===== config.mk =====
export PLATFORM = sky130hd
export DESIGN_NAME = instr_mem_loader
export DESIGN_NICKNAME = d
export VERILOG_FILES = /design/src/rtl/instr_mem_loader.sv
export SDC_FILE = /design/constraint.sdc
export NUM_CORES = 1
export LEC_CHECK = 0
export BUFFER_PORTS_ARGS = -buffer_cell sky130_fd_sc_hd__buf_2
export CAP_MARGIN = 10
export CORE_MARGIN = 4
export CORE_UTILIZATION = 40
export CTS_BUF_LIST = sky130_fd_sc_hd__clkbuf_8
export DETAILED_ROUTE_END_ITERATION = 7
export GPL_TIMING_DRIVEN = 0
export PLACE_DENSITY = 0.72
export SLEW_MARGIN = 20
export SYNTH_ARGS = -nofsm -noshare
export SYNTH_HDL_FRONTEND = slang
export SYNTH_SLANG_ARGS = --single-unit

===== constraint.sdc =====
create_clock -name i_clk -period 2.4 [get_ports i_clk]
set_clock_uncertainty 0.1 [all_clocks]
set_input_delay 0.36 -clock i_clk [delete_from_list [all_inputs] [get_ports i_clk]]
set_output_delay 0.36 -clock i_clk [all_outputs]
set_load 0.005 [all_outputs]

===== src/rtl/instr_mem_loader.sv =====
// Assembles big-endian UART bytes into instruction words and writes them to imem.
// Ports: i_clk/i_reset_n, i_start, i_rx_data/i_rx_valid in; o_we/o_addr/o_wdata, o_busy/o_done/o_error/o_word_count out. Option: INSTR_LOADER_TIMEOUT_EN.
module instr_mem_loader #(
  parameter int DATA_WIDTH = 32,
  parameter int ADDR_WIDTH = 32,
  parameter int MEM_DEPTH = 64,
  parameter logic [31:0] HALT_WORD = 32'hFFFFFFFF,
  parameter int TIMEOUT_CYCLES = 1000000
) (
  input  logic                         i_clk,
  input  logic                         i_reset_n,
  input  logic                         i_start,
  input  logic [7:0]                   i_rx_data,
  input  logic                         i_rx_valid,
  output logic                         o_we,
  output logic [ADDR_WIDTH-1:0]        o_addr,
  output logic [DATA_WIDTH-1:0]        o_wdata,
  output logic                         o_busy,
  output logic                         o_done,
  output logic                         o_error,
  output logic [$clog2(MEM_DEPTH):0]   o_word_count
);

  localparam int IW = (MEM_DEPTH > 1) ? $clog2(MEM_DEPTH) : 1;
  localparam int CW = $clog2(MEM_DEPTH) + 1;

  typedef enum logic [2:0] {
    S_IDLE,
    S_RECV,
    S_WRITE,
    S_DONE,
    S_ERROR
  } state_t;

  state_t                  state;
  logic [1:0]              byte_cnt;
  logic [DATA_WIDTH-9:0]   shreg;
  logic [IW-1:0]           word_idx;

`ifdef INSTR_LOADER_TIMEOUT_EN
  localparam int TW = $clog2(TIMEOUT_CYCLES + 1);
  logic [TW-1:0]           tcnt;
`endif

  always_ff @(posedge i_clk or negedge i_reset_n) begin
    if (!i_reset_n) begin
      state        <= S_IDLE;
      byte_cnt     <= '0;
      shreg        <= '0;
      word_idx     <= '0;
      o_we         <= 1'b0;
      o_addr       <= '0;
      o_wdata      <= '0;
      o_busy       <= 1'b0;
      o_done       <= 1'b0;
      o_error      <= 1'b0;
      o_word_count <= '0;
`ifdef INSTR_LOADER_TIMEOUT_EN
      tcnt         <= '0;
`endif
    end else begin
      o_we <= 1'b0;
      unique case (state)
        S_IDLE, S_DONE, S_ERROR: begin
          // a byte arriving with the start is dropped
          if (i_start) begin
            state        <= S_RECV;
            byte_cnt     <= '0;
            word_idx     <= '0;
            o_word_count <= '0;
            o_done       <= 1'b0;
            o_error      <= 1'b0;
            o_busy       <= 1'b1;
`ifdef INSTR_LOADER_TIMEOUT_EN
            tcnt         <= '0;
`endif
          end
        end
        S_RECV: begin
          if (i_rx_valid) begin
`ifdef INSTR_LOADER_TIMEOUT_EN
            tcnt <= '0;
`endif
            if (byte_cnt == 2'd3) begin
              o_wdata  <= {shreg, i_rx_data};
              o_addr   <= ADDR_WIDTH'({word_idx, 2'b00});
              o_we     <= 1'b1;
              byte_cnt <= '0;
              state    <= S_WRITE;
            end else begin
              shreg    <= {shreg[DATA_WIDTH-17:0], i_rx_data};
              byte_cnt <= byte_cnt + 2'd1;
            end
          end
`ifdef INSTR_LOADER_TIMEOUT_EN
          else if (tcnt == TW'(TIMEOUT_CYCLES - 1)) begin
            state    <= S_ERROR;
            o_error  <= 1'b1;
            o_busy   <= 1'b0;
            byte_cnt <= '0;
          end else begin
            tcnt <= tcnt + TW'(1);
          end
`endif
        end
        S_WRITE: begin
          o_word_count <= o_word_count + CW'(1);
          if (o_wdata == HALT_WORD) begin
            state  <= S_DONE;
            o_done <= 1'b1;
            o_busy <= 1'b0;
          end else if (word_idx == IW'(MEM_DEPTH - 1)) begin
            state   <= S_ERROR;
            o_error <= 1'b1;
            o_busy  <= 1'b0;
          end else begin
            word_idx <= word_idx + IW'(1);
            state    <= S_RECV;
`ifdef INSTR_LOADER_TIMEOUT_EN
            tcnt     <= '0;
`endif
            // byte in the write cycle starts the next word
            if (i_rx_valid) begin
              shreg    <= {shreg[DATA_WIDTH-17:0], i_rx_data};
              byte_cnt <= 2'd1;
            end
          end
        end
        default: state <= S_IDLE;
      endcase
    end
  end

endmodule


Word-level counts from Yosys, hierarchy flattened. Cells that the tools add are included.

Register bits: 84. Input bits: 12.

Add/sub/neg operators: 3. Equal/unequal tests: 17. Muxes and demuxes: 38. Reduce and logical (&&, ||, !) cells: 14.

Operators by type and width (count): 24-bit two-way mux (5); 24-bit one-hot mux with 2 select lines (1); 32-bit == test (second input constant) (1); 6-bit two-way mux (3); 2-bit inequality test (second input constant) (9); 3-bit two-way mux (5); 7-bit one-hot mux with 2 select lines (1); 2-bit two-way mux (6); 6-bit one-hot mux with 2 select lines (1); 3-bit AND reduction (4); 6-bit AND reduction (2); 1-bit two-way mux (10); 3-bit one-hot mux with 3 select lines (1); 4-bit AND reduction (2); 7-bit by 1-bit adder with 7-bit output (second input constant) (1); 7-bit two-way mux (1); 6-bit by 1-bit adder with 6-bit output (second input constant) (1); 3-bit by 2-bit == test with 1-bit output (second input constant) (2); 6-bit == test (second input constant) (1); 1-bit one-hot mux with 2 select lines (3); 2-bit one-hot mux with 3 select lines (1); 2-bit nonzero test (2); 3-bit by 1-bit == test with 1-bit output (second input constant) (1); 3-bit == test (second input constant) (1); 7 further kinds (7).

Depth between registers and ports, before layout. Gate-level depths: netlist of run 1.

Depth after elaboration: 4. Mapped depth: 7. Mapped depth without buffers: 5.

Worst setup path after synthesis of run 1. Ideal clock, no wire load.

Kind: reg2reg. From: register o_wdata[23]. To: register shreg[13]. Library setup time: 0.125 ns. Arrival time: 1.709 ns. Data required time: 2.175 ns. Setup slack: 0.467 ns. Cell stages (with the launch flop): 7. Path buffers: 1. Period minus slack after synthesis: 1.933 ns. Path through: dfrtp_1 nand4_1 nor4_2 nand2_2 a31oi_4 buf_6 mux2_2.

Word-level cells in the longest chain between the ends: 3.

Ends and longest elaborated chain: start, declared (line 17) `output logic [DATA_WIDTH-1:0] o_wdata,`; start signal, assigned (line 85) `o_wdata <= {shreg, i_rx_data};`; 32-bit == test (line 108) `if (o_wdata == HALT_WORD) begin`; 2-bit inequality test (no line); 6-bit AND reduction (no line); end signal, assigned (line 91) `shreg <= {shreg[DATA_WIDTH-17:0], i_rx_data};`; end signal, assigned (line 124) `shreg <= {shreg[DATA_WIDTH-17:0], i_rx_data};`; end, declared (line 37) `logic [DATA_WIDTH-9:0] shreg;`.

Every way passes these cells. A chain may end at the register's enable or synchronous reset.

Worst setup path after layout of run 1.
From: register o_wdata[12]. To: register shreg[19].

The elaborated chain is that of the path after synthesis.

==> summary.md, run 1 <==
| Metric | Value |
|---|---|
| Number of I/O port buffers | `60` |
| Vias in the first global route | `roughly 2.5k` |
| Share of the synthesized area in compound gates (AO/OA/AOI/OAI) | `a little under 5%` |
| Met1 usage in global routing | `18.75%` |
| Post-cts resize count | `0` |
| Worst-case headroom to the max-slew limit | `58.96%` |
| Post-Synthesis Cells | `289` |
| Site row count | `35` |
| Met2 Use GR | `a little under a quarter` |
| Ports | `between 80 and 90` |
| First-pass GRT wire length | `12700 um` |
| Share of synthesized flip-flops with an asynchronous set or reset | `100.0%` |
| Kind of end point of the critical path | `flop` |
| Number of diodes added for antenna fixing | `0` |
| Maximum ir drop on the vdd rail | `575.9 uV` |
| Part of the total power dissipated in sequential elements | `between 40 and 50%` |
| Final routed DRC violation total | `0` |
| Switching power of the nets | `0.001693 W` |
| Area of the die | `between 10000 and 15000 um^2` |
| Cell area reported after detailed placement | `roughly 4300 um^2` |
| Post-synthesis adder-cell area fraction | `between 1 and 1.5%` |
| Ys Warns | `0` |
| Post-synthesis mux area share | `20.55%` |
| Switching fraction of total power | `between 30% and 40%` |
| Data arrival time at the worst-slack endpoint | `between 2 and 2.5 ns` |
| Kind of cell with the highest combined delay on the critical path | `simple AND/OR/NAND/NOR gates` |
| Library cell occupying the most area in the post-synthesis netlist | `sky130_fd_sc_hd__dfrtp_1` |
| Top fanout value on the critical path | `10` |
| Met3 GRT Util | `approximately 3.3%` |
| Required time reported for the critical path endpoint | `2.55 ns` |
| Post-route cell area | `approximately 4500 um^2` |
| Nature of the critical path startpoint | `flop` |
| Summed instance area of the synthesized netlist | `roughly 3700 um^2` |
| Antenna violations before repair | `0` |
| Overall global routing resource usage | `between 10 and 15%` |
| Flip-flop cell with the highest count after synthesis | `sky130_fd_sc_hd__dfrtp_1` |
| DR WL/cell | `14.89 um` |
| Syn Area/Cell | `approximately 13 um^2` |
| Core area | `9196 um^2` |
| Effective utilization at floorplan | `40.71%` |
| Largest family of logic cells by synthesized area | `multiplexers` |
| Maximum level of the CTS H-tree | `3` |
| Dominant cells by area after synthesis | `sky130_fd_sc_hd__dfrtp_1 56%, sky130_fd_sc_hd__mux2_2 18%, sky130_fd_sc_hd__buf_4 5.4%` |
| Worst-skew pair later-pin latency | `about 0.36 ns` |
| Layout overhead on the synthesized area | `20.79%` |
| Cell internal power dissipation | `0.003364 W` |
| Final antenna-violating net count | `0` |
| Number of hold violations in the final report | `0` |
| Minimum period implied by the final worst setup slack | `~2.3 ns` |
| Period utilisation layout | `94.90%` |
| Number of slew-limit violations in the final report | `0` |
| CTS clock-pin slew for the worst setup and hold paths | `approximately 0.09 ns` |
| Clock tree from TritonCTS | `yes` |
| Sequential fraction of the synthesis area | `56.15%` |
| Count of buffer and inverter cells on the critical path | `1` |
| Gp weighted congestion | `between 0.7 and 0.8` |
| CTS sink cnt | `84` |
| Status | `finished clean` |
| Number of setup violations in the final report | `0` |
| Area fraction of the dominant cell type after synthesis | `a little under three fifths` |
| Delay of the slowest cell on the worst path | `about 0.41 ns` |
| Max clock buf depth | `2` |
| Largest net degree at the start of global routing | `58` |
| CP max stage cell | `sky130_fd_sc_hd__nor4_2` |
| Power density normalized to cell area | `roughly 1100 nW/um^2` |
| Number of nets in the finished design | `~400` |
| Dpl hpwl | `5588 um` |
| Leakage power total | `~2.2 nW` |
| Aggregate routed wire length | `around 7500 um` |
| FF-to-FF path depth | `6` |
| List of cells traversed by the critical path | `nand4_1 > nor4_2 > nand2_2 > a31oi_4 > buf_6 > mux2_2` |
| Max-cap viol count | `0` |
| Via-to-Cell Ratio | `4.907` |
| RSZ-0062 raised after global routing | `false` |
| Layer with the highest usage after global routing | `met2` |
| Height of the die | `104.7 um` |
| Number of buffers created by CTS | `9` |
| Drt pass-1 iters | `5` |
| Worst hold path class | `input pin to flop` |
| Via Count | `roughly 2.5k` |
| Die width | `104.7 um` |
| CTS Root Cell | `sky130_fd_sc_hd__clkbuf_8` |
| Number of synthesized flops with an enable pin | `0` |
| Worst slew pin tran | `approximately 0.6 ns` |
| #FFs+latches synth | `84` |
| Combinational Power Share | `32.5%` |
| Count of unique library cells instantiated by Yosys | `39` |
| Number of cells on the worst hold path | `2` |
| Post-synthesis share of cell area spent on and, or, nand and nor gates | `about a tenth` |
| XOR/XNOR Fraction of Synth Area | `0.2340%` |
| Share of final-layout standard cells stronger than drive strength 1 | `roughly 47%` |
| Instance count on the critical path | `6` |
| Fmax | `around 440 MHz` |
| Clock share of power | `19.6%` |
| Aggregate negative setup slack | `0 ns` |
| Worst setup path category | `flop to flop` |
| Overflow left after global routing | `0` |
| Initial detailed-routing violation count | `131` |
-- per-layer routing --
| layer | part of all wire (%) | wire length, um |
|---|---|---|
| met4 | 1.2 | 87 |
| met1 | 47 | 3526 |
| met3 | 3.8 | 285 |
| met5 | 0 | 0 |
| met2 | 48 | 3606 |
-- flip-flops by register name, indices dropped and copies added, names as in the netlist --
register / flops
byte_cnt: 2
o_addr: 6
o_busy: 1
o_done: 1
o_error: 1
o_wdata: 32
o_we: 1
o_word_count: 7
shreg: 24
state: 3
word_idx: 6
-- path summary, 6_finish.rpt --
check	start	to	slack (ns)
worst min register to register	shreg[21]	shreg[21]	0.39
worst min-delay path	i_rx_data[7]	o_wdata[7]	0.15
worst max-delay path	o_wdata[12]	shreg[19]	0.12
worst max register to register	o_wdata[12]	shreg[19]	0.12
min in group asynchronous	i_reset_n	shreg[5]	0.38
max in group asynchronous	i_reset_n	o_addr[3]	1.23
-- metrics by stage --
step                      power [W]  hold slack [ns]  cells  utilization [%]  worst slack (ns)
after global routing       0.005412           0.1212    504            49.17           0.05441
after detailed placement   0.004111           0.2107    486            46.83           0.06970
after global placement     0.004005           0.3674    485            46.50            0.1079
after floorplan            0.003429         -0.03559    314                -            0.4665
after CTS                  0.005117           0.1262    503            49.09           0.07237
final                      0.005057           0.1512    504            49.17            0.1223
-- logic make-up (layout without fill, tap and decap cells) --
| logic type | count (synthesis) | count (layout) |
|---|---|---|
| muxes | 69 | 69 |
| AOI/OAI and AO/OA | 28 | 28 |
| buffers and inverters | 39 | 118 |
| and+or+nand+nor | 64 | 64 |
| adders and majority gates | 3 | 3 |
| other | 1 | 26 |
| DFF | 84 | 84 |
| xor gates and xnor gates | 1 | 1 |
-- timing repair --
action / in CTS / in global routing
hold buffers: 1 / 0
endpoints found under the hold margin: 27 / 0
setup endpoints to repair: 0 / 4
buffers inserted: 0 / 1
-- Yosys cell counts, types with 3 or more instances --
cell                       count
sky130_fd_sc_hd__mux2i_1       6
sky130_fd_sc_hd__nand4_1      13
sky130_fd_sc_hd__mux2_1        3
sky130_fd_sc_hd__dfrtp_1      84
sky130_fd_sc_hd__buf_4        27
sky130_fd_sc_hd__nand2b_1      4
sky130_fd_sc_hd__nand3_1       7
sky130_fd_sc_hd__and3_1        5
sky130_fd_sc_hd__buf_2         6
sky130_fd_sc_hd__a21oi_1       5
sky130_fd_sc_hd__nor4_2        3
sky130_fd_sc_hd__nor2_1        7
sky130_fd_sc_hd__ha_1          3
sky130_fd_sc_hd__nand2_1      15
sky130_fd_sc_hd__o21ai_0      13
sky130_fd_sc_hd__mux2_2       60
-- final cells by class --
class	count	area, um^2
multi-input combinational	191	1464
clock inverter	7	73.82
clock buffer	9	123.9
inverter	2	7.507
sequential	84	2102
tap	111	138.9
buffer	37	264.0
fill	802	4674
timing repair buffer	63	347.8
-- worst register-to-register path, delay by kind of cell (launching register included) --
family | cells | cell delay (ns)
DFF | 1 | 0.38
and+or+nand+nor | 3 | 0.83
buffers and inverters | 1 | 0.19
muxes | 1 | 0.35
AOI/OAI and AO/OA | 1 | 0.31
-- cells in the final DEF, fill, tap and decap left out, types with 2 or more instances in the layout --
master,Yosys,final
sky130_fd_sc_hd__clkbuf_8,0,9
sky130_fd_sc_hd__dfrtp_1,84,84
sky130_fd_sc_hd__mux2_1,3,3
sky130_fd_sc_hd__buf_4,27,29
sky130_fd_sc_hd__inv_6,0,4
sky130_fd_sc_hd__buf_2,6,65
sky130_fd_sc_hd__nor4_2,3,3
sky130_fd_sc_hd__o21a_1,2,2
sky130_fd_sc_hd__conb_1,1,26
sky130_fd_sc_hd__nor2_1,7,7
sky130_fd_sc_hd__and3_1,5,5
sky130_fd_sc_hd__ha_1,3,3
sky130_fd_sc_hd__nand4_1,13,13
sky130_fd_sc_hd__mux2_2,60,60
sky130_fd_sc_hd__buf_6,2,2
sky130_fd_sc_hd__or2_2,2,2
sky130_fd_sc_hd__a31oi_1,2,2
sky130_fd_sc_hd__a21oi_1,5,5
sky130_fd_sc_hd__nand3_1,7,7
sky130_fd_sc_hd__inv_1,2,2
sky130_fd_sc_hd__mux2i_1,6,6
sky130_fd_sc_hd__nand2_1,15,15
sky130_fd_sc_hd__o21ai_0,13,13
sky130_fd_sc_hd__nand2b_1,4,4
sky130_fd_sc_hd__inv_8,0,2
-- power by group through the flow --
stage               Sequential, W  Combinational, W  Clock (W)
floorplan                 0.00236           0.00107          0
global placement          0.00243           0.00158          0
detailed placement        0.00246           0.00165          0
CTS                       0.00243           0.00166    0.00103
global route              0.00251           0.00182    0.00109
finish                    0.00243           0.00164   0.000989
Power figures use the tool's default switching activity.
==> inputs of run 2 (changes only) <==
- CORE_MARGIN: 4 -> not set
==> run 2 against run 1 <==
Setup slack better by 0.031 ns. Via count is 0.44% lower. Critical path type unchanged. First-iteration DRC count is 34% lower. Critical path depth stayed put. Clock-buffer cell count stayed put. Core utilization is 1.6 points higher.
==> summary.md, run 2 (synthesized netlist as in run 1, its figures left out) <==
| Metric | Value |
|---|---|
| Minimum period implied by the final worst setup slack | `2.246 ns (was 2.278 ns)` |
| Layout overhead on the synthesized area | `20.55% (was 20.79%)` |
| CP max stage cell | `sky130_fd_sc_hd__dfrtp_1 (was sky130_fd_sc_hd__nor4_2)` |
| Ports | `87 (unchanged)` |
| Reg-to-reg setup timing slack | `0.15 ns (was 0.12 ns)` |
| Maximum level of the CTS H-tree | `3 (unchanged)` |
| Cell area reported after detailed placement | `4295 um^2 (was 4307 um^2)` |
| Clock tree from TritonCTS | `yes (unchanged)` |
| Required time reported for the critical path endpoint | `2.53 ns (was 2.55 ns)` |
| Nature of the critical path startpoint | `flop (unchanged)` |
| Top fanout value on the critical path | `10 (unchanged)` |
| Die width | `98.74 um (was 104.7 um)` |
| Worst-skew pair later-pin latency | `0.35 ns (was 0.36 ns)` |
| Fmax | `445.2 MHz (was 439.0 MHz)` |
| Delay of the slowest cell on the worst path | `0.38 ns (was 0.41 ns)` |
| Leading cell type in the layout, fill and taps excluded | `sky130_fd_sc_hd__dfrtp_1 (unchanged)` |
| Post-route cell area | `4513 um^2 (was 4522 um^2)` |
| Worst setup timing slack at the placement stage | `0.09677 ns (was 0.06970 ns)` |
| Initial detailed-routing violation count | `86 (was 131)` |
| Aggregate negative setup slack | `0 ns (unchanged)` |
| Register ranked first by flip-flop count | `o_wdata (unchanged)` |
| Final worst setup slack | `0.1537 ns (was 0.1223 ns)` |
| Number of setup violations in the final report | `0 (unchanged)` |
| Effective utilization at floorplan | `42.11% (was 40.71%)` |
| Number of hold violations in the final report | `0 (unchanged)` |
| Height of the die | `98.74 um (was 104.7 um)` |
| Worst hold path class | `input pin to flop (unchanged)` |
| Via Count | `2462 (was 2473)` |
| Max-cap viol count | `0 (unchanged)` |
| Via-to-Cell Ratio | `4.924 (was 4.907)` |
| Number of I/O port buffers | `60 (unchanged)` |
| Area of the die | `9750 um^2 (was 10970 um^2)` |
| Largest registers in the final layout | `o_wdata: 32 flops, shreg: 24 flops, o_word_count: 7 flops (unchanged)` |
| Number of nets in the finished design | `402 (was 403)` |
| Core area | `8891 um^2 (was 9196 um^2)` |
| Smallest hold slack | `0.1533 ns (was 0.1512 ns)` |
| Share of final-layout standard cells stronger than drive strength 1 | `46.43% (was 46.82%)` |
| Number of diodes added for antenna fixing | `0 (unchanged)` |
| Worst setup path category | `flop to flop (unchanged)` |
| Number of buffers created by CTS | `9 (unchanged)` |
| DR WL/cell | `14.28 um (was 14.89 um)` |
| Overflow left after global routing | `0 (unchanged)` |
| Final routed DRC violation total | `0 (unchanged)` |
| Flip-flop count of the largest register, all copies and words added | `32 (unchanged)` |
| Power density normalized to cell area | `1118 nW/um^2 (about the same)` |
| Number of slew-limit violations in the final report | `0 (unchanged)` |
| Overall global routing resource usage | `15.79% (was 14.43%)` |
| Drt pass-1 iters | `4 (was 5)` |
| CTS Root Cell | `sky130_fd_sc_hd__clkbuf_8 (unchanged)` |
| Worst-case headroom to the max-slew limit | `59.58% (was 58.96%)` |
| Dpl hpwl | `5339 um (was 5588 um)` |
| Antenna violations before repair | `0 (unchanged)` |
| List of cells traversed by the critical path | `nand4_1 > nor4_4 > nand2_2 > a31oi_4 > buf_6 > mux2_2 (was nand4_1 > nor4_2 > nand2_2 > a31oi_4 > buf_6 > mux2_2)` |
| Aggregate routed wire length | `7140 um (was 7504 um)` |
| Worst slew pin tran | `0.6063 ns (was 0.6091 ns)` |
| Site row count | `34 (was 35)` |
| Data arrival time at the worst-slack endpoint | `2.38 ns (was 2.42 ns)` |
| Final antenna-violating net count | `0 (unchanged)` |
| Kind of end point of the critical path | `flop (unchanged)` |
| Maximum ir drop on the vdd rail | `579.4 uV (was 575.9 uV)` |
| RSZ-0062 raised after global routing | `false (unchanged)` |
| Largest net degree at the start of global routing | `50 (was 58)` |
| CTS sink cnt | `84 (unchanged)` |
| Leakage power total | `2.247 nW (was 2.243 nW)` |
| Period utilisation layout | `93.60% (was 94.90%)` |
| Gp weighted congestion | `0.7984 (was 0.7634)` |
| Setup Fix Bufs, Post-CTS | `0 (unchanged)` |
| Commonest cells after routing, fill and taps aside | `84 x sky130_fd_sc_hd__dfrtp_1, 65 x sky130_fd_sc_hd__buf_2, 60 x sky130_fd_sc_hd__mux2_2 (unchanged)` |
| Max clock buf depth | `2 (unchanged)` |
| First-pass GRT wire length | `11930 um (was 12700 um)` |
| Status | `finished clean (unchanged)` |
| Vias in the first global route | `2417 (was 2521)` |
| CTS clock-pin slew for the worst setup and hold paths | `0.09 ns (about the same)` |
## run 2: changes by cell type in the layout (fill, tap and decap cells not counted)
cell and delta:
sky130_fd_sc_hd__buf_12 +1, sky130_fd_sc_hd__inv_8 -2, sky130_fd_sc_hd__nor4_2 -1, sky130_fd_sc_hd__clkinvlp_4 +2
sky130_fd_sc_hd__nor4_4 +1, sky130_fd_sc_hd__bufinv_16 +1, sky130_fd_sc_hd__buf_4 -1, sky130_fd_sc_hd__buf_16 -1
sky130_fd_sc_hd__inv_1 +1, sky130_fd_sc_hd__inv_6 -1, sky130_fd_sc_hd__clkinv_8 -1
## run 2: power by group
part	internal [W]	total, W	switching [W]
sequential	0.00199	0.00242	0.000429
combinational	0.000952	0.00162	0.000668
clock	0.000488	0.00101	0.000521
total	0.00343	0.00505	0.00162
## run 2: repair_timing
item | in CTS | in global routing
endpoints found under the hold margin | 48 | 0
setup endpoints to repair | 0 | 20
hold buffers | 1 | 0
resized for setup | 0 | 1
## run 2: final cells by class
class / instances / area (um^2)
Clock buffer: 9 / 123.9
Timing Repair Buffer: 62 / 332.8
Sequential cell: 84 / 2102
Clock inverter: 7 / 75.07
Inverter: 2 / 7.507
Fill cell: 796 / 4378
Multi-Input combinational cell: 191 / 1473
Buffer: 37 / 264.0
Tap cell: 108 / 135.1
## run 2: worst paths after layout
kind,startpoint,end,depth (start not counted)
max in group asynchronous,i_reset_n,o_word_count[5],3
setup reg to reg,o_wdata[19],shreg[15],6
hold reg to reg,o_word_count[6],o_word_count[6],1
setup / recovery,o_wdata[19],shreg[15],6
hold / removal,i_rx_data[2],o_wdata[2],2
min in group asynchronous,i_reset_n,o_wdata[5],2
## run 2: routing by layer
metal	track usage [%]	share of wire, %
met1	20.99	47
met2	25.12	47
met3	3.475	3.9
met4	6.544	1.5
met5	0	0
## run 2: worst max-delay path: cells and delay by family, from the launching register on
family / cells / cell delay, ns
simple gates: 3 / 0.77
buf+inv: 1 / 0.21
compound gates: 1 / 0.33
mux: 1 / 0.34
flops: 1 / 0.38
## run 2: metrics by stage
stage	utilization [%]	total power (W)	instances
4_1_cts	50.66	0.005100	500
5_1_grt	50.76	0.005386	500
3_3_place_gp	48.06	0.003994	482
6_report	50.76	0.005047	500
2_1_floorplan	-	0.003429	314
3_5_place_dp	48.31	0.004089	483
